**config.mk**
```make
export PLATFORM = sky130hd
export DESIGN_NAME = weave_tx
export DESIGN_NICKNAME = d
export VERILOG_FILES = /design/src/rtl/weave_pkg.sv /design/src/rtl/weave_baud_tick.sv /design/src/rtl/weave_tx.sv
export SDC_FILE = /design/constraint.sdc
export NUM_CORES = 1
export LEC_CHECK = 0
export ABC_AREA = 1
export ABC_CLOCK_PERIOD_IN_PS = 2800
export CELL_PAD_IN_SITES_DETAIL_PLACEMENT = 2
export CELL_PAD_IN_SITES_GLOBAL_PLACEMENT = 2
export CORE_MARGIN = 2
export CORE_UTILIZATION = 25
export DETAILED_ROUTE_END_ITERATION = 7
export GPL_TIMING_DRIVEN = 0
export PLACE_DENSITY_LB_ADDON = 0.1
export SYNTH_ARGS = -nofsm -noshare
export SYNTH_HDL_FRONTEND = slang
export SYNTH_HIERARCHICAL = 1
export SYNTH_SLANG_ARGS = --single-unit
```
**constraint.sdc**
```tcl
create_clock -name clk -period 2.8 [get_ports clk]
set_input_delay 0.56 -clock clk [delete_from_list [all_inputs] [get_ports clk]]
set_output_delay 0.56 -clock clk [all_outputs]
set_load 0.02 [all_outputs]
```
**src/rtl/weave_pkg.sv**
```systemverilog
// weave_pkg: shared types and constants for the weave_tx serial transmitter.
//   tx_state_t  - transmitter FSM states; PARITY is always declared so the
//                 encoding does not change with the build configuration.
//   WEAVE_DATA_W - word width carried by a frame (fixed at 8).
//   FRAME_BITS   - serial bits per frame: 10, or 11 when WEAVE_TX_PARITY_EN
//                  is defined (even parity bit before the stop bit).
package weave_pkg;

  localparam int WEAVE_DATA_W = 8;

`ifdef WEAVE_TX_PARITY_EN
  localparam int FRAME_BITS = 11;
`else
  localparam int FRAME_BITS = 10;
`endif

  typedef enum logic [2:0] {
    IDLE   = 3'd0,
    START  = 3'd1,
    DATA   = 3'd2,
    PARITY = 3'd3,
    STOP   = 3'd4
  } tx_state_t;

endpackage

```
**src/rtl/weave_baud_tick.sv**
```systemverilog
// weave_baud_tick: bit-period timer for weave_tx.
//   clk, rst_n - clock, asynchronous active-low reset
//   clear      - restart the bit period (word accepted)
//   run        - a frame is in flight; the counter only advances while high
//   bit_end    - one-cycle strobe on the last cycle of each bit period
// div_cnt counts 0..CLK_DIV-1 and returns to 0 at the terminal count; with
// CLK_DIV=1 it never leaves 0 and bit_end is high on every running cycle.
module weave_baud_tick #(
  parameter int CLK_DIV = 16
) (
  input  logic clk,
  input  logic rst_n,
  input  logic clear,
  input  logic run,
  output logic bit_end
);

  localparam int CNT_W = (CLK_DIV > 1) ? $clog2(CLK_DIV) : 1;
  localparam logic [CNT_W-1:0] LAST = CNT_W'(CLK_DIV - 1);

  logic [CNT_W-1:0] div_cnt;

  assign bit_end = run && (div_cnt == LAST);

  // NOTE: sequential state is assigned with <= so every flop samples the
  // pre-edge values; blocking assignments here would create ordering races.
  always_ff @(posedge clk or negedge rst_n) begin
    if (!rst_n) begin
      div_cnt <= '0;
    end else if (clear) begin
      div_cnt <= '0;
    end else if (run) begin
      if (bit_end) div_cnt <= '0;
      else         div_cnt <= div_cnt + 1'b1;
    end
  end

endmodule

```
**src/rtl/weave_tx.sv**
```systemverilog
// weave_tx: UART-style serial transmitter driving one bidirectional IO lane.
// Frame: start(0), 8 data bits LSB first, [even parity], stop(1); each bit
// lasts CLK_DIV clk cycles. Optional parity bit: define WEAVE_TX_PARITY_EN.
//   clk        - system clock, rising edge
//   rst_n      - asynchronous active-low reset (line returns high at once)
//   data_in    - word to transmit, sampled only when accepted
//   data_valid - producer has a word
//   data_ready - a word can be accepted this cycle (high only in IDLE)
//   tx         - registered serial line, idle high
//   busy       - frame in flight (START..STOP)
//   oe         - lane output enable, high from the first edge after reset
module weave_tx
  import weave_pkg::*;
#(
  parameter int CLK_DIV = 16,
  parameter int DATA_W  = 8
) (
  input  logic              clk,
  input  logic              rst_n,
  input  logic [DATA_W-1:0] data_in,
  input  logic              data_valid,
  output logic              data_ready,
  output logic              tx,
  output logic              busy,
  output logic              oe
);

`ifdef WEAVE_TX_PARITY_EN
  localparam int PARITY_BITS = 1;
`else
  localparam int PARITY_BITS = 0;
`endif

  if (DATA_W != WEAVE_DATA_W) begin : g_bad_data_w
    $error("weave_tx: DATA_W must be %0d", WEAVE_DATA_W);
  end
  if (CLK_DIV < 1 || CLK_DIV > 65535) begin : g_bad_clk_div
    $error("weave_tx: CLK_DIV must be in 1..65535");
  end
  if (FRAME_BITS != DATA_W + 2 + PARITY_BITS) begin : g_bad_frame
    $error("weave_tx: FRAME_BITS disagrees with the built frame format");
  end

  tx_state_t         state;
  logic [DATA_W-1:0] shreg;
  logic [2:0]        bit_idx;
  logic              bit_end;
  logic              accept;
`ifdef WEAVE_TX_PARITY_EN
  logic              parity_bit;
`endif

  assign accept = data_valid && data_ready;

  weave_baud_tick #(.CLK_DIV(CLK_DIV)) u_baud (
    .clk     (clk),
    .rst_n   (rst_n),
    .clear   (accept),
    .run     (busy),
    .bit_end (bit_end)
  );

  always_ff @(posedge clk or negedge rst_n) begin
    if (!rst_n) begin
      state      <= IDLE;
      tx         <= 1'b1;
      busy       <= 1'b0;
      data_ready <= 1'b1;
      oe         <= 1'b0;
      bit_idx    <= '0;
      // NOTE: the shift register is a handful of flops, not a memory, so it
      // is reset with the rest; no stale bits can leak into a later frame.
      shreg      <= '0;
`ifdef WEAVE_TX_PARITY_EN
      parity_bit <= 1'b0;
`endif
    end else begin
      oe <= 1'b1;
      case (state)
        IDLE: begin
          if (accept) begin
            state      <= START;
            shreg      <= data_in;
            bit_idx    <= '0;
            tx         <= 1'b0;
            busy       <= 1'b1;
            data_ready <= 1'b0;
`ifdef WEAVE_TX_PARITY_EN
            parity_bit <= ^data_in;
`endif
          end
        end
        START: begin
          if (bit_end) begin
            state <= DATA;
            tx    <= shreg[0];
          end
        end
        DATA: begin
          if (bit_end) begin
            if (bit_idx == 3'(DATA_W - 1)) begin
`ifdef WEAVE_TX_PARITY_EN
              state <= PARITY;
              tx    <= parity_bit;
`else
              state <= STOP;
              tx    <= 1'b1;
`endif
            end else begin
              // Next bit is shreg[1], which becomes the LSB after the shift.
              bit_idx <= bit_idx + 3'd1;
              shreg   <= shreg >> 1;
              tx      <= shreg[1];
            end
          end
        end
`ifdef WEAVE_TX_PARITY_EN
        PARITY: begin
          if (bit_end) begin
            state <= STOP;
            tx    <= 1'b1;
          end
        end
`endif
        STOP: begin
          if (bit_end) begin
            state      <= IDLE;
            busy       <= 1'b0;
            data_ready <= 1'b1;
          end
        end
        default: begin
          // Unreachable encodings fall back to a clean idle line.
          state      <= IDLE;
          tx         <= 1'b1;
          busy       <= 1'b0;
          data_ready <= 1'b1;
        end
      endcase
    end
  end

endmodule

```
==> key figures, run 1 <==
Global route
  – Tot GR Track Use: 13.5%
  – Vias in the first global route: 1163
  – Largest net degree at the start of global routing: 23
  – Grt total ovfl: 0
  – First-pass GRT wire length: 5560 um
  – Initial antenna violation count: 0

Route
  – Post-DR vias/cell: 4.67
  – Drt wl/cell: 13.5 um
  – DRC: 0
  – Final ANT Viol Nets: 0
  – Starting DRT DRC Count: 29
  – DRT Wirelength: 3110 um
  – Vias: 1073
  – First drt pass iteration count: 4

Logic synthesis
  – Top cells by count, synth: 77 x nand2_1, 20 x dfrtp_1, 10 x inv_1, 10 x nor2_1, 9 x nand3_1
  – #FFs+latches synth: 22
  – Post-synthesis sequential area ratio: 46.4%
  – Post-Syn Area: 0.00119 sq mm
  – Post-synthesis mux area share: 0%
  – Synth Area in Compound Gates: 5.46%
  – Synth warn: 6
  – Top-count cell post-synth: nand2_1
  – Synth cell types: 23
  – Syn Inst Count: 159
  – Main synth FF type: dfrtp_1
  – Largest family of logic cells by synthesized area: simple AND/OR/NAND/NOR gates
  – Synth top area cells: dfrtp_1 42%, nand2_1 24%, dfstp_2 4.4%
  – Post-synth EDFFs: 0
  – Synth Area in Adders: 3.15%
  – Yosys top cell by area: dfrtp_1
  – XOR/XNOR share of the synthesized area: 0%
  – Synthesized area per cell: 7.49 sq um
  – FFs w/ async S/R, synth: 100%
  – Synth Area in Simple Gates: 39.0%
  – Mapped Nets: 173
  – Share of the synthesized area in the top cell type: 42.0%

Setup path
  – Worst Path Buf+Inv: 1
  – Critical path class: reg -> out
  – Crit-path max FO: 3
  – Crit-path cells: clkdlybuf4s50_1
  – Reg-to-reg startpoint: u_baud/div_cnt[0]
  – Worst Path Arrival: 1400 ps
  – Worst path required time: 2240 ps
  – Max stage delay on crit path: 600 ps
  – R2R cell count: 9
  – Slowest cell on crit path: clkdlybuf4s50_1
  – Critical Path Sink Type: output port
  – Crit path depth: 1
  – Crit path launch: data_ready
  – Top Family by Delay on Critical Path: buffers and inverters
  – Worst Setup Start Kind: register

Clock network
  – Clock Pin Slew Worst Setup and Hold Paths: 80 ps
  – # H-tree levels: 1
  – Total CTS buffers: 3
  – Post-CTS setup buffers: 0
  – Clock Latency Late Sink: 260 ps
  – Root Driver: clkbuf_8
  – Clock tree from TritonCTS: built
  – Post-CTS Resized: 0
  – Clock tree buffer depth: 2
  – Hold_buf cts: 0
  – # clock sinks: 22

Cells and area
  – Syn-to-layout area delta: 20.9%
  – Layout Cells excl Fill: 230
  – Fillers: 574
  – Finished Core Util: 30.9%
  – Antenna cells: 0
  – Fin nets: 192
  – Layout cells sized above 1: 13.6%

Floorplanning
  – Die X: 73.0 um
  – Core area: 0.00466 sq mm
  – Initial Util: 25.6%
  – Height of the die: 73.0 um
  – # rows: 25
  – Die area: 0.00533 sq mm
  – I/O Pins: 15

Placed design
  – Buffers on Ports: 14
  – GP Congestion: 0.751
  – Setup slack at placement: 833 ps
  – DP HPWL: 2450 um
  – Placed instance count: 227

Hold path
  – HP Start: tx
  – HP Class: reg -> reg
  – Hold path depth: 2

STA
  – Worst-Margin Slew: 1050 ps
  – Fmax: 0.511 GHz
  – Hold Vio Cnt, Final: 0
  – Post-route setup TNS: 0 ps
  – Final Worst Setup Slack: 844 ps
  – Max transition margin: 29.9%
  – Finish-stage setup viols: 0
  – Worst hold margin: 465 ps
  – Fin crit share: 69.9%
  – RSZ-0062 raised after global routing: false
  – Min Tclk post-route: 1960 ps
  – Clock skew: 5.46 ps
  – Slew Limit Fails: 0

Power and ir drop
  – LEAKAGE: 0.737 nW
  – Pwr/cell area: 1130 mW/mm^2
  – Peak VDD IR: 250 uV

Job
  – Max-cap violations: 0

Outcome
  – Status: complete, no violations
==> cell type report <==
class / count / area (sq um) / area share, %
inverters: 13 / 48.8 / 3.39
flip-flops and latches: 22 / 553 / 38.4
well taps: 54 / 67.6 / 4.69
clock buffers: 3 / 41.3 / 2.87
repair buffers: 14 / 140 / 9.73
plain buffers: 2 / 18.8 / 1.30
multi-input cells: 122 / 571 / 39.6
==> worst paths after layout <==
| path | end | slack (ps) |
|---|---|---|
| max in group asynchronous | shreg[4] | 1300 |
| hold reg to reg | tx | 460 |
| setup reg to reg | shreg[2] | 1030 |
| setup / recovery | data_ready | 840 |
| hold / removal | tx | 460 |
| min in group asynchronous | bit_idx[2] | 860 |
==> cell usage in the layout (no fill, tap or decap), drive strengths merged <==
master / count
clkbuf: 3
nand4: 1
conb: 1
or2: 1
clkdlybuf4s50: 14
clkinv: 1
o21ai: 7
ha: 3
inv: 12
nand2: 79
a21oi: 3
dfrtp: 20
nand3: 11
buf: 2
nor2: 16
dfstp: 2
==> power breakdown <==
group	total [mW]	leakage (nW)	switching, mW	internal [mW]
Combinational	0.859	0.438	0.554	0.305
Clock	0.200	0.0216	0.104	0.0960
Sequential	0.568	0.277	0.111	0.456
==> routing by layer <==
| metal | global-route usage (%) | up-vias | share of wire (%) | wire (um) |
|---|---|---|---|---|
| met5 | 0 | - | 0 | 0 |
| met4 | 4.32 | 0 | 0.77 | 24 |
| met3 | 2.21 | 2 | 2.8 | 86 |
| met2 | 22.1 | 15 | 50 | 1550 |
| met1 | 18.2 | 532 | 47 | 1460 |
| li1 | - | 524 | - | - |
==> registers in the layout, indices dropped and copies added (netlist names) <==
signal          cells
oe                  1
u_baud/div_cnt      4
tx                  1
bit_idx             3
shreg               8
state               3
busy                1
data_ready          1
==> cells by family (layout without fill, tap and decap cells) <==
group / Yosys count / count (layout)
buf+inv: 15 / 32
compound gates: 10 / 10
simple gates: 108 / 108
flops: 22 / 22
fa+ha+maj: 3 / 3
other cells: 1 / 1
==> metrics by stage <==
stage | instance area (sq um) | total power [mW]
finish | 1440 | 1.63
global route | 1440 | 1.84
CTS | 1440 | 1.68
detailed placement | 1400 | 1.46
global placement | 1400 | 1.41
floorplan | 1190 | 1.18
Note: power is estimated with default switching activity, not from simulation.
==> run 2: changes to the inputs <==
Settings changed: ABC_CLOCK_PERIOD_IN_PS 2800 to 1700.
Clock period 2.8 ns to 1.7 ns, I/O delays scaled along.
==> run 2 against run 1 <==
Core utilization is 2.5 points higher. Clock power up 64%. Sequential cell count unchanged. Sequential power up 63%. Non-clock buffer count is 8 higher. Count of clock-buffer cells in the layout is the same. Worst setup slack worse by 740 ps. Highest routed layer unchanged. Combinational power grew 100%. Routed wire length grew 6.0%. Power grew 83%. Hold slack worse by 1.7 ps.
==> key figures, run 2 (synthesis gave the netlist of run 1 again) <==
Outcome
  – Status: complete, no violations

Setup path
  – Critical Path Sink Type: register
  – Reg-to-reg startpoint: bit_idx[0]
  – Worst Setup Start Kind: register
  – Worst Path Buf+Inv: 2 (+1)
  – Crit-path cells: ha_1 > ha_1 > inv_2 > nand3_4 > nand2_2 > nand3_4 > clkbuf_16 > nand2_1 > nand2_1
  – Critical path class: reg -> reg
  – Slowest cell on crit path: dfrtp_1
  – Top Family by Delay on Critical Path: simple AND/OR/NAND/NOR gates
  – End of the worst register-to-register path: shreg[4]
  – Max stage delay on crit path: 390 ps (-210 ps)
  – R2R cell count: 9 (unchanged)
  – Worst path required time: 1860 ps (-380 ps)
  – Crit-path max FO: 7 (+4)
  – Worst R2R Setup Slack: 100 ps (-930 ps)
  – Worst Path Arrival: 1760 ps (+360 ps)

Hold path
  – HP Class: reg -> reg
  – HP Start: tx
  – WHS Endpoint: tx
  – Hold path depth: 2 (unchanged)

STA
  – Worst-Margin Slew: 1040 ps (-5.33 ps)
  – Hold Vio Cnt, Final: 0 (unchanged)
  – Finish-stage setup viols: 0 (unchanged)
  – Min Tclk post-route: 1600 ps
  – Fmax: 0.625 GHz
  – Clock skew: 5.20 ps (-0.264 ps)
  – Slew Limit Fails: 0 (unchanged)
  – Fin crit share: 94.1%
  – Max transition margin: 30.2% (+0.36 points)

Floorplanning
  – Initial Util: 25.6% (unchanged)
  – Height of the die: 73.0 um (unchanged)
  – I/O Pins: 15 (unchanged)
  – # rows: 25 (unchanged)
  – Die area: 0.00533 sq mm (unchanged)
  – Die X: 73.0 um (unchanged)
  – Core area: 0.00466 sq mm (unchanged)

Cells and area
  – Syn-to-layout area delta: 30.8%
  – Biggest register: shreg
  – Most common cell after layout, fill and taps aside: nand2_1
  – Biggest regs: shreg x8, u_baud/div_cnt x4
  – Layout cells sized above 1: 20.1% (+6.5 points)
  – Flip-flop count of the largest register after layout: 8 (unchanged)
  – Fin nets: 200 (+4.2%)
  – Most frequent cells in the layout: 75 x nand2_1, 20 x dfrtp_1, 11 x clkdlybuf4s50_1
  – Antenna cells: 0 (unchanged)
  – Layout Cells excl Fill: 238 (+3.5%)

Global route
  – Initial antenna violation count: 0 (unchanged)
  – Vias in the first global route: 1162 (-0.086%)
  – Grt total ovfl: 0 (unchanged)
  – Largest net degree at the start of global routing: 23 (unchanged)
  – First-pass GRT wire length: 5590 um (+0.50%)
  – Tot GR Track Use: 13.6% (+0.086 points)

Route
  – Met2 Wirelength: 1670 um (+8.0%)
  – Starting DRT DRC Count: 30 (+3.4%)
  – Final ANT Viol Nets: 0 (unchanged)
  – DRT Wirelength: 3300 um (+6.0%)
  – Vias: 1093 (+1.9%)
  – First drt pass iteration count: 3 (-1)
  – Drt wl/cell: 13.9 um (+2.5%)
  – DRC: 0 (unchanged)
  – Top Layer Used: met4
  – Wire length on met3: 86 um (unchanged)
  – Post-DR vias/cell: 4.59 (-1.6%)
  – WL met1: 1520 um (+4.5%)

Clock network
  – Root Driver: clkbuf_8
  – # H-tree levels: 1 (unchanged)
  – Clock Pin Slew Worst Setup and Hold Paths: 80 ps (about the same)
  – Hold_buf cts: 0 (unchanged)
  – Clock tree buffer depth: 2 (unchanged)
  – Total CTS buffers: 3 (unchanged)
  – # clock sinks: 22 (unchanged)
  – Clock tree from TritonCTS: built
  – Clock Latency Late Sink: 260 ps (about the same)

Power and ir drop
  – Clock network fraction of total power: 11.0% (-1.3 points)
  – Peak VDD IR: 625 uV (+150%)
  – Pint: 1.60 mW (+86%)
  – Pwr/cell area: 1910 mW/mm^2 (+70%)
  – Pwr Total: 2.98 mW (+83%)
  – Gate power share: 57.8% (+5.0 points)
  – LEAKAGE: 0.796 nW (+8.0%)
  – Reg power frac: 31.1% (-3.8 points)
  – Sw frac: 46.4% (-0.84 points)
  – Switching pwr: 1.38 mW (+80%)

Placed design
  – Buffers on Ports: 14 (unchanged)
  – DP HPWL: 2450 um (unchanged)
  – Placed instance count: 227 (unchanged)
  – GP Congestion: 0.751 (unchanged)

Job
  – Max-cap violations: 0 (unchanged)
==> run 2: worst max path at each step <==
stage	start	endpoint	slack (ps)	cells past startpoint
after floorplan	bit_idx[0]	shreg[1]	260	9
final	bit_idx[0]	shreg[4]	100	9
after detailed placement	u_baud/div_cnt[0]	shreg[2]	-110	9
after global routing	u_baud/div_cnt[1]	shreg[6]	-20	9
after global placement	rst_n	oe	1	1
after CTS	u_baud/div_cnt[1]	shreg[2]	40	9
==> run 2: what timing repair did <==
action,in CTS,in global routing
gates cloned,0,1
setup buffers,1,6
setup endpoints to repair,13,13
pin swaps,0,2
resized for setup,8,5
==> run 2: cell type report <==
class                           instances  area [sq um]
Inverter                               13          48.8
Buffer                                  2          22.5
Clock buffer                            3          41.3
Fill cell                             571          3100
Sequential cell                        22           553
Tap cell                               54          67.6
Multi-Input combinational cell        122           611
Timing Repair Buffer                   22           214
==> run 2: worst register-to-register path: stages, from the launching register on <==
cell and delay [ps]:
dfrtp_1 390, ha_1 210, ha_1 210, inv_2 70
nand3_4 100, nand2_2 90, nand3_4 130, clkbuf_16 200
nand2_1 50, nand2_1 50
==> run 2: per-layer routing <==
metal | vias up | GRT usage (%)
li1 | 538 | -
met1 | 538 | 18.5
met2 | 15 | 22.1
met3 | 2 | 2.21
met4 | 0 | 4.32
met5 | - | 0
==> run 2: power by group through the flow <==
| stage | sequential [mW] | combinational [mW] | clock, mW |
|---|---|---|---|
| 4_1_cts | 0.933 | 1.56 | 0.351 |
| 3_5_place_dp | 0.951 | 1.46 | 0 |
| 2_1_floorplan | 0.945 | 0.999 | 0 |
| 5_1_grt | 0.963 | 2.01 | 0.364 |
| 3_3_place_gp | 0.937 | 1.39 | 0 |
| 6_report | 0.928 | 1.72 | 0.329 |
==> run 2: through the flow <==
| stage | setup slack, ps | utilization [%] | cell area, sq um | TNS (ps) | hold WS [ps] |
|---|---|---|---|---|---|
| floorplan | 263 | - | 1190 | 0 | 44.4 |
| finish | 99.5 | 33.4 | 1560 | 0 | 463 |
| global route | -24.5 | 33.4 | 1560 | -76.4 | 504 |
| detailed placement | -110 | 30.0 | 1400 | -753 | 461 |
| global placement | 1.36 | 30.0 | 1400 | 0 | 450 |
| CTS | 36.5 | 31.6 | 1470 | 0 | 473 |
